$ cat config.mk
export PLATFORM = sky130hd
export DESIGN_NAME = gray_ssi_tx
export DESIGN_NICKNAME = d
export VERILOG_FILES = /design/src/rtl/gray_pkg.sv /design/src/rtl/ssi_clk_gen.sv /design/src/rtl/gray_ssi_tx.sv
export SDC_FILE = /design/constraint.sdc
export NUM_CORES = 1
export LEC_CHECK = 0
export CAP_MARGIN = 20
export CELL_PAD_IN_SITES_DETAIL_PLACEMENT = 1
export CELL_PAD_IN_SITES_GLOBAL_PLACEMENT = 2
export CORE_MARGIN = 4
export CORE_UTILIZATION = 38
export CTS_CLUSTER_SIZE = 24
export DETAILED_ROUTE_END_ITERATION = 10
export PLACE_DENSITY_LB_ADDON = 0.1
export SETUP_SLACK_MARGIN = 0.05
export SYNTH_ARGS = -nofsm -noshare
export SYNTH_HDL_FRONTEND = slang
export SYNTH_SLANG_ARGS = --single-unit
$ cat constraint.sdc
create_clock -name clk -period 3.8 [get_ports clk]
set_input_delay 0.57 -clock clk [delete_from_list [all_inputs] [get_ports clk]]
set_output_delay 0.57 -clock clk [all_outputs]
set_load 0.05 [all_outputs]
$ cat src/rtl/gray_pkg.sv
// Shared types, defaults and helpers for the Gray-coded SSI position transmitter.
package gray_pkg;

   typedef enum logic [1:0] {
      IDLE  = 2'd0,
      LOAD  = 2'd1,
      SHIFT = 2'd2,
      MONO  = 2'd3
   } state_t;

   localparam int DEF_DATA_W   = 25;
   localparam int DEF_HALF_DIV = 25;
   localparam int DEF_MONO_CYC = 1000;

   // All-ones in the low w bits (w = 1..32), zeros above.
   function automatic logic [31:0] width_mask(input int w);
      logic [63:0] m;
      m = (64'd1 << w) - 64'd1;
      return m[31:0];
   endfunction

   // Binary to reflected Gray over the low w bits; bits above w come out zero.
   function automatic logic [31:0] bin_to_gray(input logic [31:0] b, input int w);
      logic [31:0] bm;
      bm = b & width_mask(w);
      return bm ^ (bm >> 1);
   endfunction

endpackage

$ cat src/rtl/ssi_clk_gen.sv
// Serial clock divider: while enabled, each bit period is 2*HALF_DIV cycles,
// ser_clk low for the first half and high for the second. fall_tick marks the
// cycle whose edge drops ser_clk; rise_tick the cycle whose edge raises it.
// hold suppresses the fall so the line stays high once the frame is complete.
module ssi_clk_gen
   import gray_pkg::*;
#(
   parameter int HALF_DIV = DEF_HALF_DIV
) (
   input  logic clk,
   input  logic rst,
   input  logic en,
   input  logic hold,
   output logic ser_clk,
   output logic fall_tick,
   output logic rise_tick
);

   localparam int CW = $clog2(2 * HALF_DIV);
   localparam logic [CW-1:0] CNT_LAST = CW'(2 * HALF_DIV - 1);
   localparam logic [CW-1:0] CNT_HALF = CW'(HALF_DIV);

   logic [CW-1:0] cnt_q, cnt_d;
   logic          ser_clk_q, ser_clk_d;

   // Phase counter and next serial clock level; counter parks at zero when disabled.
   always_comb begin
      fall_tick = en && (cnt_q == '0);
      rise_tick = en && (cnt_q == CNT_HALF);
      cnt_d     = '0;
      ser_clk_d = 1'b1;
      if (en) begin
         cnt_d     = (cnt_q == CNT_LAST) ? '0 : cnt_q + 1'b1;
         ser_clk_d = ser_clk_q;
         if (fall_tick && !hold) begin
            ser_clk_d = 1'b0;
         end else if (rise_tick) begin
            ser_clk_d = 1'b1;
         end
      end
   end

   // Divider state, clock idles high out of reset.
   always_ff @(posedge clk or negedge rst) begin
      if (!rst) begin
         cnt_q     <= '0;
         ser_clk_q <= 1'b1;
      end else begin
         cnt_q     <= cnt_d;
         ser_clk_q <= ser_clk_d;
      end
   end

   assign ser_clk = ser_clk_q;

endmodule

$ cat src/rtl/gray_ssi_tx.sv
// Gray-coded SSI position transmitter: latches pos_in on send_req, converts it
// to Gray, shifts it out MSB first on ser_clk/ser_data and holds it on gray_out.
// After each frame the line stays quiet for MONO_CYC cycles before a new request.
// Build option: define GRAY_SSI_PARITY_EN to append an even-parity bit after the LSB.
module gray_ssi_tx
   import gray_pkg::*;
#(
   parameter int DATA_W   = DEF_DATA_W,
   parameter int HALF_DIV = DEF_HALF_DIV,
   parameter int MONO_CYC = DEF_MONO_CYC
) (
   input  logic        clk,
   input  logic        rst,
   input  logic [31:0] pos_in,
   input  logic        send_req,
   output logic        busy,
   output logic [31:0] gray_out,
   output logic        ser_clk,
   output logic        ser_data,
   output logic        done
);

`ifdef GRAY_SSI_PARITY_EN
   localparam int N_BITS = DATA_W + 1;
`else
   localparam int N_BITS = DATA_W;
`endif
   localparam int BCW = $clog2(N_BITS + 1);
   localparam int MCW = $clog2(MONO_CYC + 1);
   localparam logic [BCW-1:0] N_BITS_L  = BCW'(N_BITS);
   localparam logic [MCW-1:0] MONO_LAST = MCW'(MONO_CYC - 1);
   localparam logic [31:0]    IN_MASK   = width_mask(DATA_W);

   state_t              state_q, state_d;
   logic [31:0]         lat_q, lat_d;
   logic [31:0]         gray_q, gray_d;
   logic [N_BITS-1:0]   sh_q, sh_d;
   logic [BCW-1:0]      bit_q, bit_d;
   logic [MCW-1:0]      mono_q, mono_d;
   logic                sdata_q, sdata_d;
   logic                done_q, done_d;

   logic [31:0]         gray_w;
   logic                clk_en, hold, fall_tick, rise_tick, ser_clk_w;

   // Conversion works on the latched word so pos_in may move freely mid-frame.
   assign gray_w = bin_to_gray(lat_q, DATA_W);

   ssi_clk_gen #(
      .HALF_DIV (HALF_DIV)
   ) u_clk_gen (
      .clk       (clk),
      .rst       (rst),
      .en        (clk_en),
      .hold      (hold),
      .ser_clk   (ser_clk_w),
      .fall_tick (fall_tick),
      .rise_tick (rise_tick)
   );

   // FSM state register.
   always_ff @(posedge clk or negedge rst) begin
      if (!rst) begin
         state_q <= IDLE;
      end else begin
         state_q <= state_d;
      end
   end

   // FSM next state: a frame ends on the fall slot that finds no bits left.
   always_comb begin
      state_d = state_q;
      case (state_q)
         IDLE:    if (send_req) state_d = LOAD;
         LOAD:    state_d = SHIFT;
         SHIFT:   if (fall_tick && hold) state_d = MONO;
         MONO:    if (mono_q == MONO_LAST) state_d = IDLE;
         default: state_d = IDLE;
      endcase
   end

   // FSM outputs: divider runs only while shifting; hold once all bits are out.
   always_comb begin
      busy   = (state_q != IDLE);
      clk_en = (state_q == SHIFT);
      hold   = (bit_q == '0);
   end

   // Datapath next values: latch, load, shift on fall, count bits on rise, quiet timer.
   always_comb begin
      lat_d   = lat_q;
      gray_d  = gray_q;
      sh_d    = sh_q;
      bit_d   = bit_q;
      mono_d  = '0;
      sdata_d = 1'b1;
      done_d  = 1'b0;
      case (state_q)
         IDLE: begin
            if (send_req) lat_d = pos_in & IN_MASK;
         end
         LOAD: begin
            gray_d = gray_w;
`ifdef GRAY_SSI_PARITY_EN
            sh_d   = {gray_w[DATA_W-1:0], ^gray_w[DATA_W-1:0]};
`else
            sh_d   = gray_w[DATA_W-1:0];
`endif
            bit_d  = N_BITS_L;
         end
         SHIFT: begin
            sdata_d = sdata_q;
            if (fall_tick) begin
               if (hold) begin
                  sdata_d = 1'b1;
                  done_d  = 1'b1;
               end else begin
                  sdata_d = sh_q[N_BITS-1];
                  sh_d    = sh_q << 1;
               end
            end
            if (rise_tick && !hold) bit_d = bit_q - 1'b1;
         end
         MONO: begin
            mono_d = mono_q + 1'b1;
         end
         default: ;
      endcase
   end

   // Datapath registers; reset clears everything and idles the data line high.
   always_ff @(posedge clk or negedge rst) begin
      if (!rst) begin
         lat_q   <= '0;
         gray_q  <= '0;
         sh_q    <= '0;
         bit_q   <= '0;
         mono_q  <= '0;
         sdata_q <= 1'b1;
         done_q  <= 1'b0;
      end else begin
         lat_q   <= lat_d;
         gray_q  <= gray_d;
         sh_q    <= sh_d;
         bit_q   <= bit_d;
         mono_q  <= mono_d;
         sdata_q <= sdata_d;
         done_q  <= done_d;
      end
   end

   assign gray_out = gray_q;
   assign ser_clk  = ser_clk_w;
   assign ser_data = sdata_q;
   assign done     = done_q;

endmodule
==> impl_metrics.tcl <==
set metrics [dict create \
    synthAdderAreaFrac_pct 2.70 \
    synth_xor_area_share_pct 6.60 \
    synth-warning-count 0 \
    startpoint_type "flip-flop" \
    rsz0062_at_grt "false" \
    fin_tns_setup_ns 0 \
    start_util_pct 38.8 \
    ys_async_sr_fraction_pct 100 \
    cts_setup_buffers 0 \
    arrival_ns 2.75 \
    nFillCells 1289 \
    fin_worst_skew_ns 0.00881 \
    timing.slew.headroom_pct 48.2 \
    htreeDepth 3 \
    design_power_total_mw 2.12 \
    crit_fanout 25 \
    netlist_area_um2 4640 \
    period_share_pct 66.0 \
    tightest_slew_ns 0.767 \
    drc 0 \
    drt_pass1_iterations 4 \
    place_ws_ns 1.32 \
    power_leakage_nw 2.57 \
    synth_compound_area_share_pct 7.04 \
    num_io_pins 71 \
    design.die.area_um2 14000 \
    synthFlopType "dfrtp_1" \
    grt_overflow 0 \
    synth_top_family_by_area "multiplexers" \
    dp.final_hpwl_mm 6.25 \
    netlist_top_cells_count "99 x dfrtp_1, 47 x nor2_1, 33 x mux2_2" \
    muxShareOfSynthArea_pct 14.9 \
    dp.cells 592 \
    antenna_found_initial 0 \
    cts_sinks 101 \
    ctsResizeCount 0 \
    synth_edf_count 0 \
    ir_drop_v 0.000216 \
    cts_tree "built" \
    hold_class "input pin to async pin" \
    holdWs_ns 0.172 \
    diodes 0 \
    die_h_um 119 \
    yosysMostFrequentCell "dfrtp_1" \
    core-area_um2 12000 \
    slew_violations 0 \
    layout_setup_ws_ns 1.29 \
    place_area_um2 5310 \
    min_period_ns 2.51 \
    yosys.area_share.simple_pct 10.4 \
    wl_per_cell_um 15.5 \
    drt_wl_total_mm 9.45 \
    grt_max_degree 81 \
    nets 502 \
    grt_pass1_vias 3331 \
    synth_top_cell_by_area "dfrtp_1" \
    finalSetupViolations 0 \
    cts.path.max_buffers 2 \
    gr-usage-met3_pct 4.98 \
    syn_area_per_cell_um2 11.5 \
    max_freq_mhz 399 \
    drv_cap 0 \
    crit_type "flip-flop to flip-flop" \
    syn_inst 403 \
    vias 3008 \
    use_met1_pct 18.7 \
    power_density_nw_per_um2 375 \
    hold_viol 0 \
    cts_hold_buf 0 \
    fp-row-count 40 \
    clkLatencyLatePin_ns 0.35 \
    required_ns 4.04 \
    final_area_um2 5650 \
    grt_usage_pct 14.6 \
    synth_area_leaders "dfrtp_1 53%, mux2_2 8.0%, mux2_4 6.5%" \
    synth_top_area_share_pct 53.4 \
    met2_usage_pct 23.4 \
    end_kind "flip-flop" \
    drt_iter0_markers 146 \
    port_buffers 56 \
    drtAntennaViolNets 0 \
    area_growth_pct 21.8 \
    yosysSeqAreaShare_pct 54.5 \
    path_clk_slew_ns 0.07 \
    gp_congestion 0.709 \
    dieWidth_um 119 \
    drive_gt1_share_pct 18.0 \
    top_usage_layer "met2" \
    finalNonFillerCells 608 \
    grt_pass1_wl_mm 16.5 \
    synth_seq_cells 101 \
    synth_cell_types 42 \
    cts-buffers-inserted 9 \
    status "finished clean" \
    routed_via_density 4.95 \
    utilization_pct 47.3 \
    cts_root_buffer "clkbuf_16" \
]
-- kinds of logic after synthesis --
group                    after synthesis
buffers and inverters                 35
AO/OA/AOI/OAI                         61
adder cells (fa/ha/maj)               10
other                                  1
AND/OR/NAND/NOR                      105
multiplexers                          55
XOR/XNOR                              35
flip-flops                           101
-- cell usage in the layout, fill, tap and decap left out, drive strengths merged, types with 2 or more instances in the layout --
master         instances
dfrtp                 99
clkdlybuf4s50         55
mux2                  53
nor2                  47
nand2                 30
o21ai                 30
xnor2                 28
a21oi                 28
ha                    10
inv                    9
clkbuf                 9
xor2                   7
conb                   7
buf                    7
nand3                  5
or3                    4
nor3                   4
clkinv                 3
nand4                  2
and4                   2
mux2i                  2
bufinv                 2
clkinvlp               2
dfstp                  2
-- report_power, final --
| group | total [mW] | internal [mW] | switching [mW] |
|---|---|---|---|
| sequential | 1.07 | 1.07 | 0 |
| clock | 0.978 | 0.573 | 0.405 |
| combinational | 0.0675 | 0.0275 | 0.0400 |
-- routing by layer --
layer	part of all wire, %	wire length, um	vias to the layer above
met1	47	4450	1508
met3	4.2	398	10
met5	0	0	-
met4	1.2	114	0
li1	-	-	1444
met2	47	4490	46
-- worst max-delay path: stages (launching register included) --
cell and delay [ns]:
dfrtp_1 0.41, inv_1 0.07, ha_1 0.17, nor4b_1 0.64
nor3_2 0.13, o21ai_4 0.15, buf_4 0.43, mux2_2 0.40
-- layout make-up --
cell class                      count  area, um2  area share, %
Sequential cell                   101       2530           44.7
Multi-Input combinational cell    273       1970           34.8
Timing Repair Buffer               62        623           11.0
Clock buffer                        9        225           3.98
Tap cell                          147        184           3.25
Clock inverter                      6       88.8           1.57
Inverter                           10       37.5          0.664
-- worst paths after layout --
kind,from,to,slack (ns),cells after the start
max in group asynchronous,rst,lat_q[14],2.67,3
min reg2reg,mono_q[0],mono_q[0],0.48,1
max,bit_q[0],sh_q[13],1.29,7
min in group clk,mono_q[0],mono_q[0],0.48,1
max reg2reg,bit_q[0],sh_q[13],1.29,7
min,rst,u_clk_gen.cnt_q[2],0.17,1
-- registers in the layout, indices dropped and copies added, names as in the netlist --
signal and cells:
u_clk_gen.ser_clk 1, bit_q 5, lat_q 25, ser_data 1, u_clk_gen.cnt_q 6, sh_q 25
mono_q 10, gray_out 25, done 1, state_q 2
Note: power is estimated with default switching activity, not from simulation.
